<file path="src/rtl/lsb_queue_pkg.sv">
// Shared definitions for the load/store queue: tag width, memory opcodes,
// the per-entry record and small opcode helpers.
package lsb_queue_pkg;

  localparam int TAG_W = 5;

  localparam logic [6:0] LOAD  = 7'b0000011;
  localparam logic [6:0] STORE = 7'b0100011;

  // One queued memory instruction with its operand readiness and commit mark.
  typedef struct packed {
    logic             valid;
    logic             committed;
    logic [TAG_W-1:0] ins_id;
    logic [6:0]       opcode;
    logic [2:0]       funct3;
    logic [6:0]       funct7;
    logic [31:0]      imm;
    logic [31:0]      rs1_val;
    logic [TAG_W-1:0] rs1_tag;
    logic             rs1_rdy;
    logic [31:0]      rs2_val;
    logic [TAG_W-1:0] rs2_tag;
    logic             rs2_rdy;
  } lsb_entry_t;

  function automatic logic is_load(input logic [6:0] op);
    return op == LOAD;
  endfunction

  function automatic logic is_store(input logic [6:0] op);
    return op == STORE;
  endfunction

endpackage

</file>
<file path="src/rtl/lsb_entry.sv">
// Single load/store queue slot: holds the entry record, captures operands
// from the result broadcast (including on the cycle it is written) and marks
// a store committed when the ROB commits its tag.
module lsb_entry
  import lsb_queue_pkg::*;
(
  input  logic             clk_in,
  input  logic             rst_in,
  input  logic             rdy_in,
  input  logic             wr_en,
  input  lsb_entry_t       wr_data,
  input  logic             clr_en,
  input  logic             cdb_valid,
  input  logic [TAG_W-1:0] cdb_id,
  input  logic [31:0]      cdb_val,
  input  logic             commit_valid,
  input  logic [TAG_W-1:0] commit_id,
  output lsb_entry_t       ent
);

  lsb_entry_t nxt;

  // Next entry value: write, then broadcast capture / commit mark, clear wins.
  always_comb begin
    nxt = ent;
    if (wr_en) begin
      nxt           = wr_data;
      nxt.valid     = 1'b1;
      nxt.committed = 1'b0;
    end
    if (nxt.valid) begin
      if (cdb_valid && !nxt.rs1_rdy && (nxt.rs1_tag == cdb_id)) begin
        nxt.rs1_val = cdb_val;
        nxt.rs1_rdy = 1'b1;
      end
      if (cdb_valid && !nxt.rs2_rdy && (nxt.rs2_tag == cdb_id)) begin
        nxt.rs2_val = cdb_val;
        nxt.rs2_rdy = 1'b1;
      end
      if (commit_valid && is_store(nxt.opcode) && (nxt.ins_id == commit_id)) begin
        nxt.committed = 1'b1;
      end
    end
    if (clr_en) begin
      nxt.valid     = 1'b0;
      nxt.committed = 1'b0;
    end
  end

  // Entry storage; frozen while the global ready is low.
  always_ff @(posedge clk_in or negedge rst_in) begin
    if (!rst_in) begin
      ent <= '0;
    end else if (rdy_in) begin
      ent <= nxt;
    end
  end

endmodule

</file>
<file path="src/rtl/lsb_queue.sv">
// Load/store queue: circular buffer of memory instructions issued in order
// from the head to the memory operator.
// Optional feature macro: LSB_STATS_EN adds stall_cnt / issue_cnt outputs.
//
// Handshakes: an enqueue is accepted on a cycle with enq_valid=1 while the
// registered full=0 (and no flush); enq_valid while full is dropped, not
// held. The issue port has no ready: have_ins is a one-cycle pulse, and the
// entry stays busy at the head until mem_done arrives with its ins_id.
module lsb_queue
  import lsb_queue_pkg::*;
#(
  parameter int DEPTH = 8
) (
  input  logic                 clk_in,
  input  logic                 rst_in,
  input  logic                 rdy_in,
  input  logic                 enq_valid,
  input  logic [TAG_W-1:0]     enq_ins_id,
  input  logic [6:0]           enq_opcode,
  input  logic [2:0]           enq_funct3,
  input  logic [6:0]           enq_funct7,
  input  logic [31:0]          enq_imm,
  input  logic [31:0]          enq_rs1_val,
  input  logic [31:0]          enq_rs2_val,
  input  logic [TAG_W-1:0]     enq_rs1_tag,
  input  logic [TAG_W-1:0]     enq_rs2_tag,
  input  logic                 enq_rs1_rdy,
  input  logic                 enq_rs2_rdy,
  output logic                 full,
  input  logic                 cdb_valid,
  input  logic [TAG_W-1:0]     cdb_id,
  input  logic [31:0]          cdb_val,
  input  logic                 commit_valid,
  input  logic [TAG_W-1:0]     commit_id,
  input  logic                 flush,
  output logic                 have_ins,
  output logic [TAG_W-1:0]     ins_id,
  output logic [31:0]          addr,
  output logic [31:0]          data,
  output logic [6:0]           opcode,
  output logic [2:0]           funct3,
  output logic [6:0]           funct7,
  input  logic                 mem_done,
  input  logic [TAG_W-1:0]     mem_done_id,
  output logic [$clog2(DEPTH):0] dbg_count,
  output logic                 dbg_busy,
  output logic                 dbg_drop,
  output lsb_entry_t           dbg_head
`ifdef LSB_STATS_EN
  ,
  output logic [31:0]          stall_cnt,
  output logic [31:0]          issue_cnt
`endif
);

  localparam int PTR_W = $clog2(DEPTH);
  localparam int CNT_W = PTR_W + 1;

  logic [PTR_W-1:0] head, tail, head_nxt, tail_nxt;
  logic [CNT_W-1:0] count, count_nxt, prefix;
  logic             busy, drop, have_ins_q;
  logic [TAG_W-1:0] drop_id;
  logic [DEPTH-1:0] keep, wr_en, clr_en;
  lsb_entry_t       ents [DEPTH];
  lsb_entry_t       head_ent, enq_ent;
  logic             enq_acc, pop, drop_done, issue, head_ok;
  logic             cdb_g, commit_g;

  assign head_ent  = ents[head];
  assign enq_acc   = enq_valid && !full && !flush;
  assign pop       = busy && mem_done && (mem_done_id == head_ent.ins_id);
  assign drop_done = drop && mem_done && (mem_done_id == drop_id);
  assign cdb_g     = cdb_valid && !flush;
  assign commit_g  = commit_valid && !flush;

  // Head may issue only when idle, no dropped load outstanding, and operands ready.
  assign head_ok = (count != '0) && head_ent.valid && !busy && !drop && head_ent.rs1_rdy &&
                   (is_load(head_ent.opcode) ||
                    (is_store(head_ent.opcode) && head_ent.rs2_rdy && head_ent.committed));
  assign issue   = head_ok && !flush;

  // Incoming entry record built from the dispatch fields.
  always_comb begin
    enq_ent           = '0;
    enq_ent.valid     = 1'b1;
    enq_ent.ins_id    = enq_ins_id;
    enq_ent.opcode    = enq_opcode;
    enq_ent.funct3    = enq_funct3;
    enq_ent.funct7    = enq_funct7;
    enq_ent.imm       = enq_imm;
    enq_ent.rs1_val   = enq_rs1_val;
    enq_ent.rs1_tag   = enq_rs1_tag;
    enq_ent.rs1_rdy   = enq_rs1_rdy;
    enq_ent.rs2_val   = enq_rs2_val;
    enq_ent.rs2_tag   = enq_rs2_tag;
    enq_ent.rs2_rdy   = enq_rs2_rdy;
  end

  // Committed-store run starting at the head: these entries survive a flush.
  always_comb begin
    logic             run;
    logic [PTR_W-1:0] idx;
    run    = 1'b1;
    idx    = '0;
    prefix = '0;
    keep   = '0;
    for (int i = 0; i < DEPTH; i++) begin
      idx = head + PTR_W'(i);
      if (run && (CNT_W'(i) < count) && ents[idx].valid && ents[idx].committed &&
          is_store(ents[idx].opcode)) begin
        keep[idx] = 1'b1;
        prefix    = prefix + CNT_W'(1);
      end else begin
        run = 1'b0;
      end
    end
  end

  // Per-slot write and clear strobes.
  always_comb begin
    wr_en  = '0;
    clr_en = '0;
    for (int k = 0; k < DEPTH; k++) begin
      wr_en[k]  = enq_acc && (tail == PTR_W'(k));
      clr_en[k] = (pop && (head == PTR_W'(k))) || (flush && !keep[k]);
    end
  end

  // Pointer and occupancy update; a flush rebuilds tail from the kept prefix.
  always_comb begin
    head_nxt  = head;
    tail_nxt  = tail;
    count_nxt = count;
    if (flush) begin
      tail_nxt  = head + prefix[PTR_W-1:0];
      count_nxt = prefix;
      if (pop && keep[head]) begin
        head_nxt  = head + PTR_W'(1);
        count_nxt = prefix - CNT_W'(1);
      end
    end else begin
      if (enq_acc) tail_nxt = tail + PTR_W'(1);
      if (pop)     head_nxt = head + PTR_W'(1);
      count_nxt = count + CNT_W'(enq_acc) - CNT_W'(pop);
    end
  end

  for (genvar k = 0; k < DEPTH; k++) begin : g_entry
    lsb_entry u_entry (
      .clk_in       (clk_in),
      .rst_in       (rst_in),
      .rdy_in       (rdy_in),
      .wr_en        (wr_en[k]),
      .wr_data      (enq_ent),
      .clr_en       (clr_en[k]),
      .cdb_valid    (cdb_g),
      .cdb_id       (cdb_id),
      .cdb_val      (cdb_val),
      .commit_valid (commit_g),
      .commit_id    (commit_id),
      .ent          (ents[k])
    );
  end

  // Queue control state and registered issue port.
  always_ff @(posedge clk_in or negedge rst_in) begin
    if (!rst_in) begin
      head       <= '0;
      tail       <= '0;
      count      <= '0;
      full       <= 1'b0;
      busy       <= 1'b0;
      drop       <= 1'b0;
      drop_id    <= '0;
      have_ins_q <= 1'b0;
      ins_id     <= '0;
      addr       <= '0;
      data       <= '0;
      opcode     <= '0;
      funct3     <= '0;
      funct7     <= '0;
    end else if (!rdy_in) begin
      have_ins_q <= 1'b0;
    end else begin
      head       <= head_nxt;
      tail       <= tail_nxt;
      count      <= count_nxt;
      full       <= (count_nxt == CNT_W'(DEPTH));
      have_ins_q <= issue;
      if (issue) begin
        ins_id <= head_ent.ins_id;
        addr   <= head_ent.rs1_val + head_ent.imm;
        data   <= is_store(head_ent.opcode) ? head_ent.rs2_val : 32'd0;
        opcode <= head_ent.opcode;
        funct3 <= head_ent.funct3;
        funct7 <= head_ent.funct7;
      end
      if (drop_done) drop <= 1'b0;
      if (pop) begin
        busy <= 1'b0;
      end else if (flush && busy && !keep[head]) begin
        // In-flight load discarded: remember its tag to swallow its completion.
        busy    <= 1'b0;
        drop    <= 1'b1;
        drop_id <= head_ent.ins_id;
      end else if (issue) begin
        busy <= 1'b1;
      end
    end
  end

  assign have_ins  = have_ins_q && rdy_in;
  assign dbg_count = count;
  assign dbg_busy  = busy;
  assign dbg_drop  = drop;
  assign dbg_head  = head_ent;

`ifdef LSB_STATS_EN
  // Wrapping activity counters; flush does not touch them.
  always_ff @(posedge clk_in or negedge rst_in) begin
    if (!rst_in) begin
      stall_cnt <= '0;
      issue_cnt <= '0;
    end else if (rdy_in) begin
      if (enq_valid && full) stall_cnt <= stall_cnt + 32'd1;
      if (issue)             issue_cnt <= issue_cnt + 32'd1;
    end
  end
`endif

endmodule

</file>
<file path="config.mk">
export PLATFORM = sky130hd
export DESIGN_NAME = lsb_queue
export DESIGN_NICKNAME = d
export VERILOG_FILES = /design/src/rtl/lsb_queue_pkg.sv /design/src/rtl/lsb_entry.sv /design/src/rtl/lsb_queue.sv
export SDC_FILE = /design/constraint.sdc
export NUM_CORES = 2
export LEC_CHECK = 0
export BUFFER_PORTS_ARGS = -buffer_cell sky130_fd_sc_hd__buf_2
export CORE_MARGIN = 2
export CORE_UTILIZATION = 45
export CTS_BUF_LIST = sky130_fd_sc_hd__clkbuf_4 sky130_fd_sc_hd__clkbuf_8 sky130_fd_sc_hd__clkbuf_16
export CTS_CLUSTER_SIZE = 16
export DETAILED_ROUTE_END_ITERATION = 8
export PLACE_DENSITY = 0.61
export REMOVE_ABC_BUFFERS = 1
export SLEW_MARGIN = 30
export SYNTH_ARGS = -nofsm -noshare
export SYNTH_HDL_FRONTEND = slang
export SYNTH_SLANG_ARGS = --single-unit
</file>
<file path="constraint.sdc">
create_clock -name clk_in -period 10.1 [get_ports clk_in]
set_input_delay 0.505 -clock clk_in [delete_from_list [all_inputs] [get_ports clk_in]]
set_output_delay 0.505 -clock clk_in [all_outputs]
set_load 0.005 [all_outputs]
</file>
==> run summary <==
CLOCK TREE
--------------------------------------------------------------------------------------
CTS-repair resized insts ................................................            0
Count of hold buffers inserted by post-cts repair .......................            1
Post-CTS Setup Bufs .....................................................            0
Register clock-pin slew on the reported worst setup and hold paths ......      0.06 ns
Clk Latency, worst-skew pair ............................................      0.77 ns
H-tree levels ...........................................................            4
Root buffer selected by CTS .............................................    clkbuf_16
TritonCTS clock tree ....................................................          yes
CTS Buffer Depth ........................................................            3
Number of clock sinks seen by CTS .......................................        1,161
Cts bufs inserted .......................................................          134

GLOBAL ROUTE
--------------------------------------------------------------------------------------
Number of global-route vias before repair ...............................       49,900
Global-route usage over all layers ......................................        0.303
Number of antenna violations at the first check in global routing .......           53
Overflow left after global routing ......................................            0
Pin count of the biggest net entering global routing ....................          160
First-pass GRT wire length ..............................................   324,000 um

CRITICAL PATH
--------------------------------------------------------------------------------------
R2R cell count ..........................................................           33
WS Path Type ............................................................      reg2reg
Library cell contributing the largest single delay on the critical path .      dfrtp_4
Largest stage delay, worst path .........................................      0.74 ns
CP Data Required Time ...................................................     10.74 ns
Critical path arrival ...................................................      9.86 ns
Type of element launching the critical path .............................    flip-flop
Cell occurring most often along the worst timing path ...................         ha_1
Critical path fanouts, max ..............................................           36
Setup crit end kind .....................................................    flip-flop

FINAL LAYOUT
--------------------------------------------------------------------------------------
Most common cell after layout, fill and taps aside ......................      dfrtp_1
Area growth from synthesis to layout ....................................        13.1%
Nets@finish .............................................................        6,145
Share of post-route cells with drive strength above 1 ...................        0.275
Most frequent cells in the layout ....................................... 1,158 x dfrtp_1, 574 x nor2_1, 568 x a21oi_1
Number of non-filler instances in the completed layout ..................        7,811

YOSYS
--------------------------------------------------------------------------------------
Synthesized instance count ..............................................        5,814
Number of distinct standard cells referenced by the synthesized netlist .           96
Total of flip-flops plus latches after synthesis ........................        1,161
Post-synthesis sequential area ratio ....................................        0.467
Post-synth top area share ...............................................        0.467
Number of flops mapped to enable cells by yosys .........................            0
Most common flop cell mapped by yosys ...................................      dfrtp_1
YS warnings .............................................................            0
Netlist Area Pre-Place ..................................................   0.0623 mm2
Area contributors post-synth ............................................ dfrtp_1 47%, mux4_2 10%, mux2_2 9.7%, o22ai_1 5.2%, a21oi_1 4.7%
Syn_area_per_cell .......................................................     10.7 um2
Share of flip-flops with an asynchronous set or reset ...................         1.00
Cell taking the most area after synthesis ...............................      dfrtp_1

TIMING
--------------------------------------------------------------------------------------
Hold violation count in the final report ................................            0
Post-route fraction of the period consumed by the critical path .........        0.913
Setup repair after global routing missed its margin .....................        false
Aggregate negative setup slack ..........................................         0 ns
Relative max-transition margin ..........................................        0.336
Achievable clock frequency ..............................................      108 MHz
Transition time at the pin with the least slew margin ...................     0.996 ns
Min Tclk post-route .....................................................      9.22 ns
Hold Worst Slack ........................................................    0.0641 ns
Number of failing setup endpoints in the final timing report ............            0
Final worst clock skew ..................................................    0.0439 ns
Max-slew violations .....................................................            0

PLACED DESIGN
--------------------------------------------------------------------------------------
Half-perimeter wire length after placement ..............................   132,000 um
Cell total after placement ..............................................        7,549
Final Wtd Congestion ....................................................        0.949
IO Port Bufs ............................................................          410

OUTCOME
--------------------------------------------------------------------------------------
Run status ..............................................................    completed

FLOORPLANNING
--------------------------------------------------------------------------------------
Starting density of the core ............................................        0.453
Number of placement rows ................................................          136
I/O pin total ...........................................................          411
Die width ...............................................................       376 um
Area of the die .........................................................    0.141 mm2
Placeable core region ...................................................    0.137 mm2
Vertical die dimension ..................................................       376 um

MIN PATH
--------------------------------------------------------------------------------------
Cell depth of the worst hold path .......................................            4
Class of the tightest hold or removal check .............................       in2reg

DETAILED ROUTING
--------------------------------------------------------------------------------------
Final routed wirelength across all metal layers .........................   217,000 um
Amount of wire on met2 after detailed routing ...........................   100,000 um
Wire length the detailed router placed on met1 ..........................    89,000 um
DRC marker count from the first detailed-route iteration ................        5,296
Number of remaining DRC errors ..........................................            0
DR vias/cell ............................................................         6.38
Routed WL per cell ......................................................      27.8 um
Routed Antenna Nets .....................................................            0
Metal3 WL ...............................................................    18,900 um
Pre-antenna DRT Iters ...................................................            6
Via count ...............................................................       49,800
Top layer used by detailed routing ......................................         met5

JOB
--------------------------------------------------------------------------------------
Maximum Capacitance Violations ..........................................            0

POWER AND IR DROP
--------------------------------------------------------------------------------------
Power Density ...........................................................   248 mW/mm2
Worst IR drop on VDD ....................................................     0.179 mV
Leakage power summed over all cells .....................................    0.0319 uW

synthesized netlist by cell type (18+ instances only):
cell,instances
ha_1,63
and3_1,21
nand2_1,520
o32a_1,21
mux2_2,536
xor2_1,61
mux4_2,277
nor2_1,575
o21ai_0,107
nor3_1,39
a41o_1,33
clkbuf_1,396
o22ai_1,515
nor4_1,38
buf_1,170
a21oi_1,584
dfrtp_1,1161
buf_2,18
nand3_1,41
xnor2_1,107
mux2i_1,127
inv_1,43
nand4_1,40
nand3b_1,22
and2_1,40
flip-flops by register name (all words and copies together), names as in the netlist, 4 cells and up:
signal / count
opcode: 7
addr: 32
ins_id: 5
dbg_count: 4
data: 32
drop_id: 5
g_entry.u_entry.ent: 1056
funct7: 7
worst max-delay path, delay by kind of cell, from the launching register on:
kind / cells / cell delay (ns)
AO/OA/AOI/OAI: 10 / 2.47
XOR/XNOR: 1 / 0.20
adder cells (fa/ha/maj): 7 / 2.26
buffers and inverters: 3 / 0.29
flip-flops: 1 / 0.74
multiplexers: 4 / 1.29
AND/OR/NAND/NOR: 8 / 1.85
cell type report:
cell class / count / area, um2
fillers: 12200 / 66900
multi-input cells: 4019 / 31100
flip-flops and latches: 1161 / 29100
clock buffers: 202 / 4180
repair buffers: 532 / 3180
well taps: 1794 / 2240
clock inverters: 40 / 434
inverters: 46 / 178
diodes: 17 / 42.5
power breakdown:
part           switching [uW]  leakage (uW)  internal, uW
combinational            2690        0.0147          2590
sequential                928        0.0149          6230
clock                    2030       0.00232          3020
total                    5650        0.0319         11800
kinds of logic after synthesis:
kind of cell / Yosys count / synth area share
fa+ha+maj: 66 / 0.0136
buf+inv: 634 / 0.0390
mux: 945 / 0.219
simple gates: 1428 / 0.101
compound gates: 1411 / 0.136
flops: 1161 / 0.467
xor+xnor: 169 / 0.0240
metrics by stage:
stage	area (um2)	setup slack, ns	power, uW	utilization
finish	70400	0.876	17500	0.513
detailed placement	65700	0.976	12500	0.478
CTS	70300	0.935	17500	0.512
global placement	65600	1.06	12300	0.478
floorplan	60000	-11.57	10500	-
global route	70400	0.234	18500	0.512
worst paths after layout:
| check | startpoint | end | slack [ns] |
|---|---|---|---|
| min in group asynchronous | rst_in | data[27]$_DFFE_PN0P_ | 0.25 |
| max reg2reg | head[0]$_DFFE_PN0P_ | full$_DFFE_PN0P_ | 0.88 |
| min | mem_done | dbg_drop$_DFFE_PN0P_ | 0.06 |
| max in group asynchronous | rst_in | g_entry[0].u_entry.ent[16]$_DFFE_PN0P_ | 7.79 |
| min reg2reg | opcode[0]$_DFFE_PN0P_ | opcode[0]$_DFFE_PN0P_ | 0.46 |
| max | head[0]$_DFFE_PN0P_ | full$_DFFE_PN0P_ | 0.88 |
routing by layer:
layer  vias to the layer above  global-route usage
met5                         -                   0
li1                      21500                   -
met4                        46               0.126
met3                       509              0.0639
met2                      2378               0.473
met1                     25400               0.410
No activity file was read; power rests on OpenSTA's default activity.
